### src/rtl/arbitro_vc_wrr_if.sv
// Handshake bundle between the VC/destination FIFOs and the weighted round-robin arbiter.
// The slave modport is the arbiter's view; master is the FIFO/controller side.
interface arbitro_vc_wrr_if #(
    parameter int DATA_WIDTH = 6
);
    logic                  enable;
    logic                  vc0_empty;
    logic                  vc1_empty;
    logic [DATA_WIDTH-1:0] vc0_data;
    logic [DATA_WIDTH-1:0] vc1_data;
    logic                  d0_almost_full;
    logic                  d1_almost_full;
    logic                  vc0_pop;
    logic                  vc1_pop;
    logic [DATA_WIDTH-1:0] data_out;
    logic                  push_d0;
    logic                  push_d1;
    logic                  vc_sel;

    modport slave (
        input  enable, vc0_empty, vc1_empty, vc0_data, vc1_data,
               d0_almost_full, d1_almost_full,
        output vc0_pop, vc1_pop, data_out, push_d0, push_d1, vc_sel
    );

    modport master (
        output enable, vc0_empty, vc1_empty, vc0_data, vc1_data,
               d0_almost_full, d1_almost_full,
        input  vc0_pop, vc1_pop, data_out, push_d0, push_d1, vc_sel
    );
endinterface

### src/rtl/arbitro_vc_wrr.sv
// Weighted round-robin arbiter draining VC0/VC1 into destination FIFOs D0/D1.
// Pops are decided combinationally; the forwarded word and push strobes are registered.
module arbitro_vc_wrr #(
    parameter int DATA_WIDTH = 6,
    parameter int DEST_BIT   = 4,
    parameter int PESO_VC0   = 3,
    parameter int PESO_VC1   = 1
) (
    input  logic               clk,
    input  logic               reset_L,
    arbitro_vc_wrr_if.slave    bus
);

    typedef enum logic [1:0] {
        ST_IDLE,
        ST_SERVE_VC0,
        ST_SERVE_VC1
    } state_t;

    localparam logic [3:0] LP_PESO0 = 4'(PESO_VC0);
    localparam logic [3:0] LP_PESO1 = 4'(PESO_VC1);

    // A head is blocked when the destination it targets is almost full.
    function automatic logic f_dest_blocked(input logic dest, input logic af0, input logic af1);
        return dest ? af1 : af0;
    endfunction

    state_t                r_state_p1;
    logic [3:0]            r_credit_p1;
    logic [DATA_WIDTH-1:0] r_data_p1;
    logic                  r_vc_sel_p1;
    logic                  r_push_d0_p1;
    logic                  r_push_d1_p1;

    logic                  w_elig0_p0;
    logic                  w_elig1_p0;
    logic                  w_gnt0_p0;
    logic                  w_gnt1_p0;
    logic                  w_any_gnt_p0;
    state_t                w_state_nx_p0;
    logic [3:0]            w_credit_nx_p0;
    logic [DATA_WIDTH-1:0] w_word_p0;

    // ---- Stage p0: eligibility and grant decision (combinational, drives pops)
    assign w_elig0_p0 = reset_L & bus.enable & ~bus.vc0_empty &
                        ~f_dest_blocked(bus.vc0_data[DEST_BIT], bus.d0_almost_full, bus.d1_almost_full);
    assign w_elig1_p0 = reset_L & bus.enable & ~bus.vc1_empty &
                        ~f_dest_blocked(bus.vc1_data[DEST_BIT], bus.d0_almost_full, bus.d1_almost_full);

    always_comb begin
        w_gnt0_p0      = 1'b0;
        w_gnt1_p0      = 1'b0;
        w_state_nx_p0  = ST_IDLE;
        w_credit_nx_p0 = 4'd0;
        if (bus.enable) begin
            unique case (r_state_p1)
                ST_IDLE: begin
                    if (w_elig0_p0) begin
                        w_gnt0_p0      = 1'b1;
                        w_state_nx_p0  = ST_SERVE_VC0;
                        w_credit_nx_p0 = 4'd1;
                    end else if (w_elig1_p0) begin
                        w_gnt1_p0      = 1'b1;
                        w_state_nx_p0  = ST_SERVE_VC1;
                        w_credit_nx_p0 = 4'd1;
                    end
                end
                ST_SERVE_VC0: begin
                    if (w_elig0_p0 && (r_credit_p1 < LP_PESO0)) begin
                        w_gnt0_p0      = 1'b1;
                        w_state_nx_p0  = ST_SERVE_VC0;
                        w_credit_nx_p0 = r_credit_p1 + 4'd1;
                    end else if (w_elig1_p0) begin
                        w_gnt1_p0      = 1'b1;
                        w_state_nx_p0  = ST_SERVE_VC1;
                        w_credit_nx_p0 = 4'd1;
                    end else if (w_elig0_p0) begin
                        // Credit spent but the other VC has nothing to offer: start a fresh round.
                        w_gnt0_p0      = 1'b1;
                        w_state_nx_p0  = ST_SERVE_VC0;
                        w_credit_nx_p0 = 4'd1;
                    end
                end
                ST_SERVE_VC1: begin
                    if (w_elig1_p0 && (r_credit_p1 < LP_PESO1)) begin
                        w_gnt1_p0      = 1'b1;
                        w_state_nx_p0  = ST_SERVE_VC1;
                        w_credit_nx_p0 = r_credit_p1 + 4'd1;
                    end else if (w_elig0_p0) begin
                        w_gnt0_p0      = 1'b1;
                        w_state_nx_p0  = ST_SERVE_VC0;
                        w_credit_nx_p0 = 4'd1;
                    end else if (w_elig1_p0) begin
                        w_gnt1_p0      = 1'b1;
                        w_state_nx_p0  = ST_SERVE_VC1;
                        w_credit_nx_p0 = 4'd1;
                    end
                end
                default: begin
                    w_state_nx_p0  = ST_IDLE;
                    w_credit_nx_p0 = 4'd0;
                end
            endcase
        end
    end

    assign w_any_gnt_p0 = w_gnt0_p0 | w_gnt1_p0;
    assign w_word_p0    = w_gnt1_p0 ? bus.vc1_data : bus.vc0_data;

    // ---- Stage p1: registered forward word, push strobes and FSM state
    always_ff @(posedge clk or negedge reset_L) begin
        if (!reset_L) begin
            r_state_p1   <= ST_IDLE;
            r_credit_p1  <= 4'd0;
            r_data_p1    <= '0;
            r_vc_sel_p1  <= 1'b0;
            r_push_d0_p1 <= 1'b0;
            r_push_d1_p1 <= 1'b0;
        end else begin
            r_state_p1   <= w_state_nx_p0;
            r_credit_p1  <= w_credit_nx_p0;
            r_push_d0_p1 <= w_any_gnt_p0 & ~w_word_p0[DEST_BIT];
            r_push_d1_p1 <= w_any_gnt_p0 &  w_word_p0[DEST_BIT];
            if (w_any_gnt_p0) begin
                r_data_p1   <= w_word_p0;
                r_vc_sel_p1 <= w_gnt1_p0;
            end
        end
    end

    assign bus.vc0_pop  = w_gnt0_p0;
    assign bus.vc1_pop  = w_gnt1_p0;
    assign bus.data_out = r_data_p1;
    assign bus.vc_sel   = r_vc_sel_p1;
    assign bus.push_d0  = r_push_d0_p1;
    assign bus.push_d1  = r_push_d1_p1;

endmodule

### src/flat_wrapper.sv
// flat-port wrapper written by rule: the top's interface ports become plain ports
module arbitro_vc_wrr_flat 
#(
    parameter int DATA_WIDTH = 6,
    parameter int DEST_BIT   = 4,
    parameter int PESO_VC0   = 3,
    parameter int PESO_VC1   = 1
)
  (clk, reset_L, bus_enable, bus_vc0_empty, bus_vc1_empty, bus_vc0_data, bus_vc1_data, bus_d0_almost_full, bus_d1_almost_full, bus_vc0_pop, bus_vc1_pop, bus_data_out, bus_push_d0, bus_push_d1, bus_vc_sel);
  arbitro_vc_wrr_if #(.DATA_WIDTH(DATA_WIDTH)) bus_i ();
  input  logic clk;
  input  logic reset_L;
  input wire logic [$bits(bus_i.enable)-1:0] bus_enable;
  input wire logic [$bits(bus_i.vc0_empty)-1:0] bus_vc0_empty;
  input wire logic [$bits(bus_i.vc1_empty)-1:0] bus_vc1_empty;
  input wire logic [$bits(bus_i.vc0_data)-1:0] bus_vc0_data;
  input wire logic [$bits(bus_i.vc1_data)-1:0] bus_vc1_data;
  input wire logic [$bits(bus_i.d0_almost_full)-1:0] bus_d0_almost_full;
  input wire logic [$bits(bus_i.d1_almost_full)-1:0] bus_d1_almost_full;
  output wire logic [$bits(bus_i.vc0_pop)-1:0] bus_vc0_pop;
  output wire logic [$bits(bus_i.vc1_pop)-1:0] bus_vc1_pop;
  output wire logic [$bits(bus_i.data_out)-1:0] bus_data_out;
  output wire logic [$bits(bus_i.push_d0)-1:0] bus_push_d0;
  output wire logic [$bits(bus_i.push_d1)-1:0] bus_push_d1;
  output wire logic [$bits(bus_i.vc_sel)-1:0] bus_vc_sel;
  assign bus_i.enable = bus_enable;
  assign bus_i.vc0_empty = bus_vc0_empty;
  assign bus_i.vc1_empty = bus_vc1_empty;
  assign bus_i.vc0_data = bus_vc0_data;
  assign bus_i.vc1_data = bus_vc1_data;
  assign bus_i.d0_almost_full = bus_d0_almost_full;
  assign bus_i.d1_almost_full = bus_d1_almost_full;
  assign bus_vc0_pop = bus_i.vc0_pop;
  assign bus_vc1_pop = bus_i.vc1_pop;
  assign bus_data_out = bus_i.data_out;
  assign bus_push_d0 = bus_i.push_d0;
  assign bus_push_d1 = bus_i.push_d1;
  assign bus_vc_sel = bus_i.vc_sel;
  arbitro_vc_wrr #(.DATA_WIDTH(DATA_WIDTH), .DEST_BIT(DEST_BIT), .PESO_VC0(PESO_VC0), .PESO_VC1(PESO_VC1)) u_core (.clk(clk), .reset_L(reset_L), .bus(bus_i));
endmodule
### config.mk
export PLATFORM = sky130hd
export DESIGN_NAME = arbitro_vc_wrr_flat
export DESIGN_NICKNAME = d
export VERILOG_FILES = /design/src/rtl/arbitro_vc_wrr_if.sv /design/src/rtl/arbitro_vc_wrr.sv /design/src/flat_wrapper.sv
export SDC_FILE = /design/constraint.sdc
export NUM_CORES = 1
export LEC_CHECK = 0
export ABC_AREA = 1
export CAP_MARGIN = 15
export CORE_AREA = 2 2 55 57
export CTS_CLUSTER_DIAMETER = 120
export DETAILED_ROUTE_END_ITERATION = 10
export DIE_AREA = 0 0 57 59
export PLACE_DENSITY = 0.73
export SYNTH_ARGS = -nofsm -noshare
export SYNTH_HDL_FRONTEND = slang
export SYNTH_SLANG_ARGS = --single-unit
export TNS_END_PERCENT = 30
### constraint.sdc
create_clock -name clk -period 3.5 [get_ports clk]
set_input_delay 0.7 -clock clk [delete_from_list [all_inputs] [get_ports clk]]
set_output_delay 0.7 -clock clk [all_outputs]
set_load 0.01 [all_outputs]
== Yosys cells after proc, flatten, opt, wreduce, memory -nomap -nowiden ==
Index checks and enable logic that the tools add are counted.

* Register bits: 15
* Bits of input ports: 19
* ROM bits: 0
* Memories kept: 0
* Logic and storage cells: 58
* Bits in latches: 0
* Memory bits (writable): 0
* Output and inout port bits: 11

* Div/mod/pow operators: 0
* Muxes and demuxes: 31
* Reduce and logical (&&, ||, !) cells: 3
* Equality and inequality tests: 2
* Multiply operators: 0
* Bitwise operators: 13
* Shifts and indexed selects: 0
* Add/sub/neg operators: 1
* Order comparisons: 2

{| class="wikitable"
|+ Operators by type and width
! cell !! count
|-
| 2-to-1 mux 4 bit || 5
|-
| 2-to-1 mux 1 bit || 15
|-
| 2-to-1 mux 2 bit || 6
|-
| case mux 4 bit (3 select lines) || 1
|-
| bitwise AND 1 bit || 7
|-
| 2-to-1 mux 6 bit || 1
|-
| case mux 1 bit (3 select lines) || 2
|-
| case mux 2 bit (3 select lines) || 1
|-
| NOT 1 bit || 5
|-
| adder 4 x 1 -> 4 bit, second input constant || 1
|-
| less-than comparator 4 x 1 -> 1 bit, second input constant || 1
|-
| less-than comparator 4 x 2 -> 1 bit, second input constant || 1
|-
| equality test 2 x 1 -> 1 bit, second input constant || 1
|-
| equality test 2 bit, second input constant || 1
|-
| logical AND 1 bit || 2
|-
| logical NOT 2 bit || 1
|-
| OR 1 bit || 1
|}

== Depth between registers and ports, before layout ==
* Word-level depth: 11
* Gate-level depth with buffers: 10

== Worst setup path after synthesis ==
OpenSTA, ideal clock, no wires.

* Path type: in2out
* Start: input bus_vc1_data[4]
* End: output bus_vc0_pop
* Setup slack: 1513 ps
* Data required time: 2800 ps
* Buffers on the path: 0
* Arrival: 1287 ps
* Cell stages on the path: 7
* Cell sequence: inv_2 -> nand2_1 -> nand2_2 -> nor2_4 -> nand3_1 -> nand2_1 -> a21oi_1

* Word-level cells in the longest chain between the ends: 7
* Elaborated cells between the ends (all ways): 9
* Those cells by class: 6 x mux; 2 x bitwise; 1 x reduce/logical

{| class="wikitable"
|+ RTL lines
! element !! line !! text
|-
| start: declaration || flat_wrapper.sv:17 || <nowiki>input wire logic [$bits(bus_i.vc1_data)-1:0] bus_vc1_data;</nowiki>
|-
| 2-to-1 mux 1 bit (*) || arbitro_vc_wrr.sv:25 || <nowiki>return dest ? af1 : af0;</nowiki>
|-
| NOT 1 bit (*) || arbitro_vc_wrr.sv:48 || <nowiki>~f_dest_blocked(bus.vc1_data[DEST_BIT], bus.d0_almost_full, bus.d1_almost_full);</nowiki>
|-
| bitwise AND 1 bit (*) || arbitro_vc_wrr.sv:47 || <nowiki>assign w_elig1_p0 = reset_L & bus.enable & ~bus.vc1_empty &</nowiki>
|-
| 2-to-1 mux 1 bit / logical AND 1 bit (equally long branches) || arbitro_vc_wrr.sv:73, arbitro_vc_wrr.sv:85 ||
|-
| 2-to-1 mux 1 bit (on tied branches) || arbitro_vc_wrr.sv:69, arbitro_vc_wrr.sv:85 ||
|-
| case mux 1 bit (3 select lines) (*) || arbitro_vc_wrr.sv:56 || <nowiki>unique case (r_state_p1)</nowiki>
|-
| 2-to-1 mux 1 bit (*) || arbitro_vc_wrr.sv:55 || <nowiki>if (bus.enable) begin</nowiki>
|-
| end: declaration || flat_wrapper.sv:20 || <nowiki>output wire logic [$bits(bus_i.vc0_pop)-1:0] bus_vc0_pop;</nowiki>
|}

Every way passes the cells marked *; elsewhere a longest branch is shown, timed or not.

== Final worst setup path ==
* Start: input reset_L
* End: output bus_vc1_pop

* Word-level cells in the longest chain between the ends: 8
* Elaborated cells between the ends (all ways): 13
* Those cells by class: 6 x mux; 5 x bitwise; 2 x reduce/logical

{| class="wikitable"
|+ RTL lines
! element !! line !! text
|-
| start: declaration || flat_wrapper.sv:12 || <nowiki>input logic reset_L;</nowiki>
|-
| bitwise AND 1 bit (*) || arbitro_vc_wrr.sv:45, arbitro_vc_wrr.sv:47 ||
|-
| bitwise AND 1 bit (2 in series) || arbitro_vc_wrr.sv:47 ||
|-
| 2-to-1 mux 1 bit || arbitro_vc_wrr.sv:62, arbitro_vc_wrr.sv:73, arbitro_vc_wrr.sv:93 ||
|-
| 2-to-1 mux 1 bit || arbitro_vc_wrr.sv:89 || <nowiki>end else if (w_elig0_p0) begin</nowiki>
|-
| 2-to-1 mux 1 bit || arbitro_vc_wrr.sv:85 || <nowiki>if (w_elig1_p0 && (r_credit_p1 < LP_PESO1)) begin</nowiki>
|-
| case mux 1 bit (3 select lines) (*) || arbitro_vc_wrr.sv:56 ||
|-
| 2-to-1 mux 1 bit (*) || arbitro_vc_wrr.sv:55 ||
|-
| end: declaration || flat_wrapper.sv:21 || <nowiki>output wire logic [$bits(bus_i.vc1_pop)-1:0] bus_vc1_pop;</nowiki>
|}

Marks and branches as above.

==> impl_metrics.yaml <==
status:
  status: "complete, no violations"
placed_design:
  port_buffers: 29
  dpl.hpwl_um: 1738
  routabilityCongestion: 0.8748
  placed_area_sq_um: 1275
sta:
  rsz0062_at_grt: "false"
  fin_crit_ps: 3156
  max_freq_mhz: 316.9
  fin_setup_tns_ps: 0
  post-route-period-util_pct: 90.16
  hold_violations: 0
  finalSetupViolCount: 0
  slew_violations: 0
  skew_ps: 6.118
die:
  die_w_um: 57
  io_pins: 30
  start_util_pct: 34.76
  die_area_sq_um: 3363
  fp-row-count: 19
  die_h_um: 59
  coreArea_sq_um: 2710
detailed_routing:
  num_vias: 866
  ant_nets: 0
  routed_wl_um: 2187
  drc: 0
  wire_per_inst_um: 11.51
  vias_per_cell: 4.558
  first_pass_iters: 4
  drt_iter0_markers: 15
cells_and_area:
  mostFrequentLayoutCell: "nand2_1"
  final_cell_mix: "nand2_1 (37), clkdlybuf4s50_1 (29), inv_1 (26), dfrtp_1 (15), nand3_1 (13)"
  nets: 181
  fin_area_sq_um: 1303
  area_growth_pct: 38.25
  n_fill_cell: 279
  layout-drive-gt1-share_pct: 15.09
  antenna_cells: 0
clock_network:
  numCtsBuffers: 3
  cts_setup_buffers: 0
  cts.clk_slew.worst_paths_ps: 90
  cts_tree: "yes"
  cts_buffer_depth: 2
  numClockSinks: 15
  cts-root-buf: "clkbuf_4"
  insertion_delay_ps: 280
  htree_levels: 1
  holdBufCountCts: 0
  cts_resized: 0
grt:
  grtUsageTotal_pct: 14.15
  grt.overflow.total: 0
  grt_pass1_vias: 838
  grt_max_degree: 16
  grt_antenna_before_repair: 0
  grt_pass1_wl_um: 3691
run:
  drv_cap: 0
logic_synthesis:
  synthDistinctLibCells: 21
  synth_area_leader_cell: "dfrtp_1"
  syn_avg_cell_area_sq_um: 7.537
  yosys-top-cells-area: "dfrtp_1 (40%), nand2_1 (15%), inv_1 (10%)"
  synth_seq_cells: 15
  synth_area_sq_um: 942.2
  synth-adder-area-share_pct: 2.656
  synth_top_cell_area_share_pct: 39.84
  syn_inst: 125
  ys_seq_area_share_pct: 39.84
  ys_warn_count: 0
  synth_nets: 146
  yosys.area_share.simple_pct: 38.38
  synthMuxAreaShare_pct: 0
  synth_xor_area_share_pct: 0
  synth_compound_area_share_pct: 6.375
  synth_top_family_by_area: "simple AND/OR/NAND/NOR gates"
power_and_ir_drop:
  irDropWorstVdd_mv: 0.2659
  p_leak_nw: 0.6990
  powerDensity_nw_per_um2: 338.1
worst_setup_path:
  cp.required_ps: 2800
  critPathKind: "in2out"
  crit_chain: "clkdlybuf4s50_1 > nand2_1 > nor2_1 > nand2_1 > nor2_4 > nand2_4 > nand2_4 > clkdlybuf4s50_1"
  path_max_fanout: 9
  critPathMaxStageDelay_ps: 600
  crit_slowest_cell: "clkdlybuf4s50_1"
  crit_arrival_ps: 2460
  cp-end-kind: "output port"
  worst-r2r-setup-slack_ps: 2030
  start_kind: "input port"
hold_path:
  hp-class: "reg2reg"
==> through the flow <==
stage	hold WS [ps]	power, mW	utilization (%)	std cells	setup WS [ps]
3_3_place_gp	469.9	0.3396	47.05	186	401.8
6_report	497.8	0.4404	48.06	190	344.3
5_1_grt	523.1	0.4675	48.06	190	245.4
2_1_floorplan	404.4	0.2615	-	125	1513
4_1_cts	503.9	0.4460	48.06	190	344.4
3_5_place_dp	466.2	0.3402	47.05	186	359.4
==> where the power goes <==
part           total (mW)  switching, mW  internal, mW
Sequential          0.209         0.0137         0.195
Clock               0.102         0.0599        0.0424
Combinational       0.129         0.0575        0.0716
==> registers in the layout, summed over array words and instances, names as in the netlist <==
register / cells
u_core.bus.push_d1: 1
u_core.r_credit_p1: 4
u_core.r_state_p1: 2
u_core.bus.data_out: 6
u_core.bus.push_d0: 1
u_core.bus.vc_sel: 1
==> synth_stat cells <==
cell	n
nor2_2	1
o21ai_0	3
conb_1	1
a21boi_1	1
inv_2	2
a21oi_1	2
o21ai_2	1
nand3_2	5
buf_6	1
or2_1	1
nor2_1	4
ha_1	2
dfrtp_1	15
a31oi_1	1
a211oi_2	1
nand2_4	3
inv_1	26
nand2_2	2
nor2_4	3
nand3_1	13
nand2_1	37
==> worst max-delay path, delay by kind of cell <==
family | cells | cell delay, ps
buf+inv | 2 | 1150
simple gates | 6 | 600
==> layout make-up <==
class                      instances  area (sq um)  share of cell area (%)
clock buffer                       3         22.52                   1.729
clock inverter                     1         5.005                  0.3842
timing repair buffer              31         305.3                   23.44
sequential                        15         375.4                   28.82
multi-input combinational         81         450.4                   34.58
tap                               31         38.79                   2.978
inverter                          28         105.1                   8.069
==> worst paths after layout <==
kind	cells after the start	end	from
worst max-delay path	8	bus_vc1_pop	reset_L
worst min-delay path	2	u_core.bus.data_out[4]	u_core.bus.data_out[4]
worst max register to register	10	u_core.bus.data_out[4]	u_core.r_credit_p1[0]
worst min register to register	2	u_core.bus.data_out[4]	u_core.bus.data_out[4]
max in group asynchronous	2	u_core.bus.vc_sel	reset_L
min in group asynchronous	2	u_core.r_credit_p1[0]	reset_L
==> logic make-up after synthesis <==
family,after synthesis
other,1
and+or+nand+nor,69
AOI/OAI and AO/OA,9
adders and majority gates,2
buffers and inverters,29
DFF,15
==> layer usage <==
layer	vias to the layer above	track usage, %	share of wire (%)
met5	-	0	0
met4	0	6.312	1.8
met3	4	3.493	7.3
met2	33	23.15	48
met1	387	17.82	43
li1	442	-	-
(Power assumes the default switching activity.)
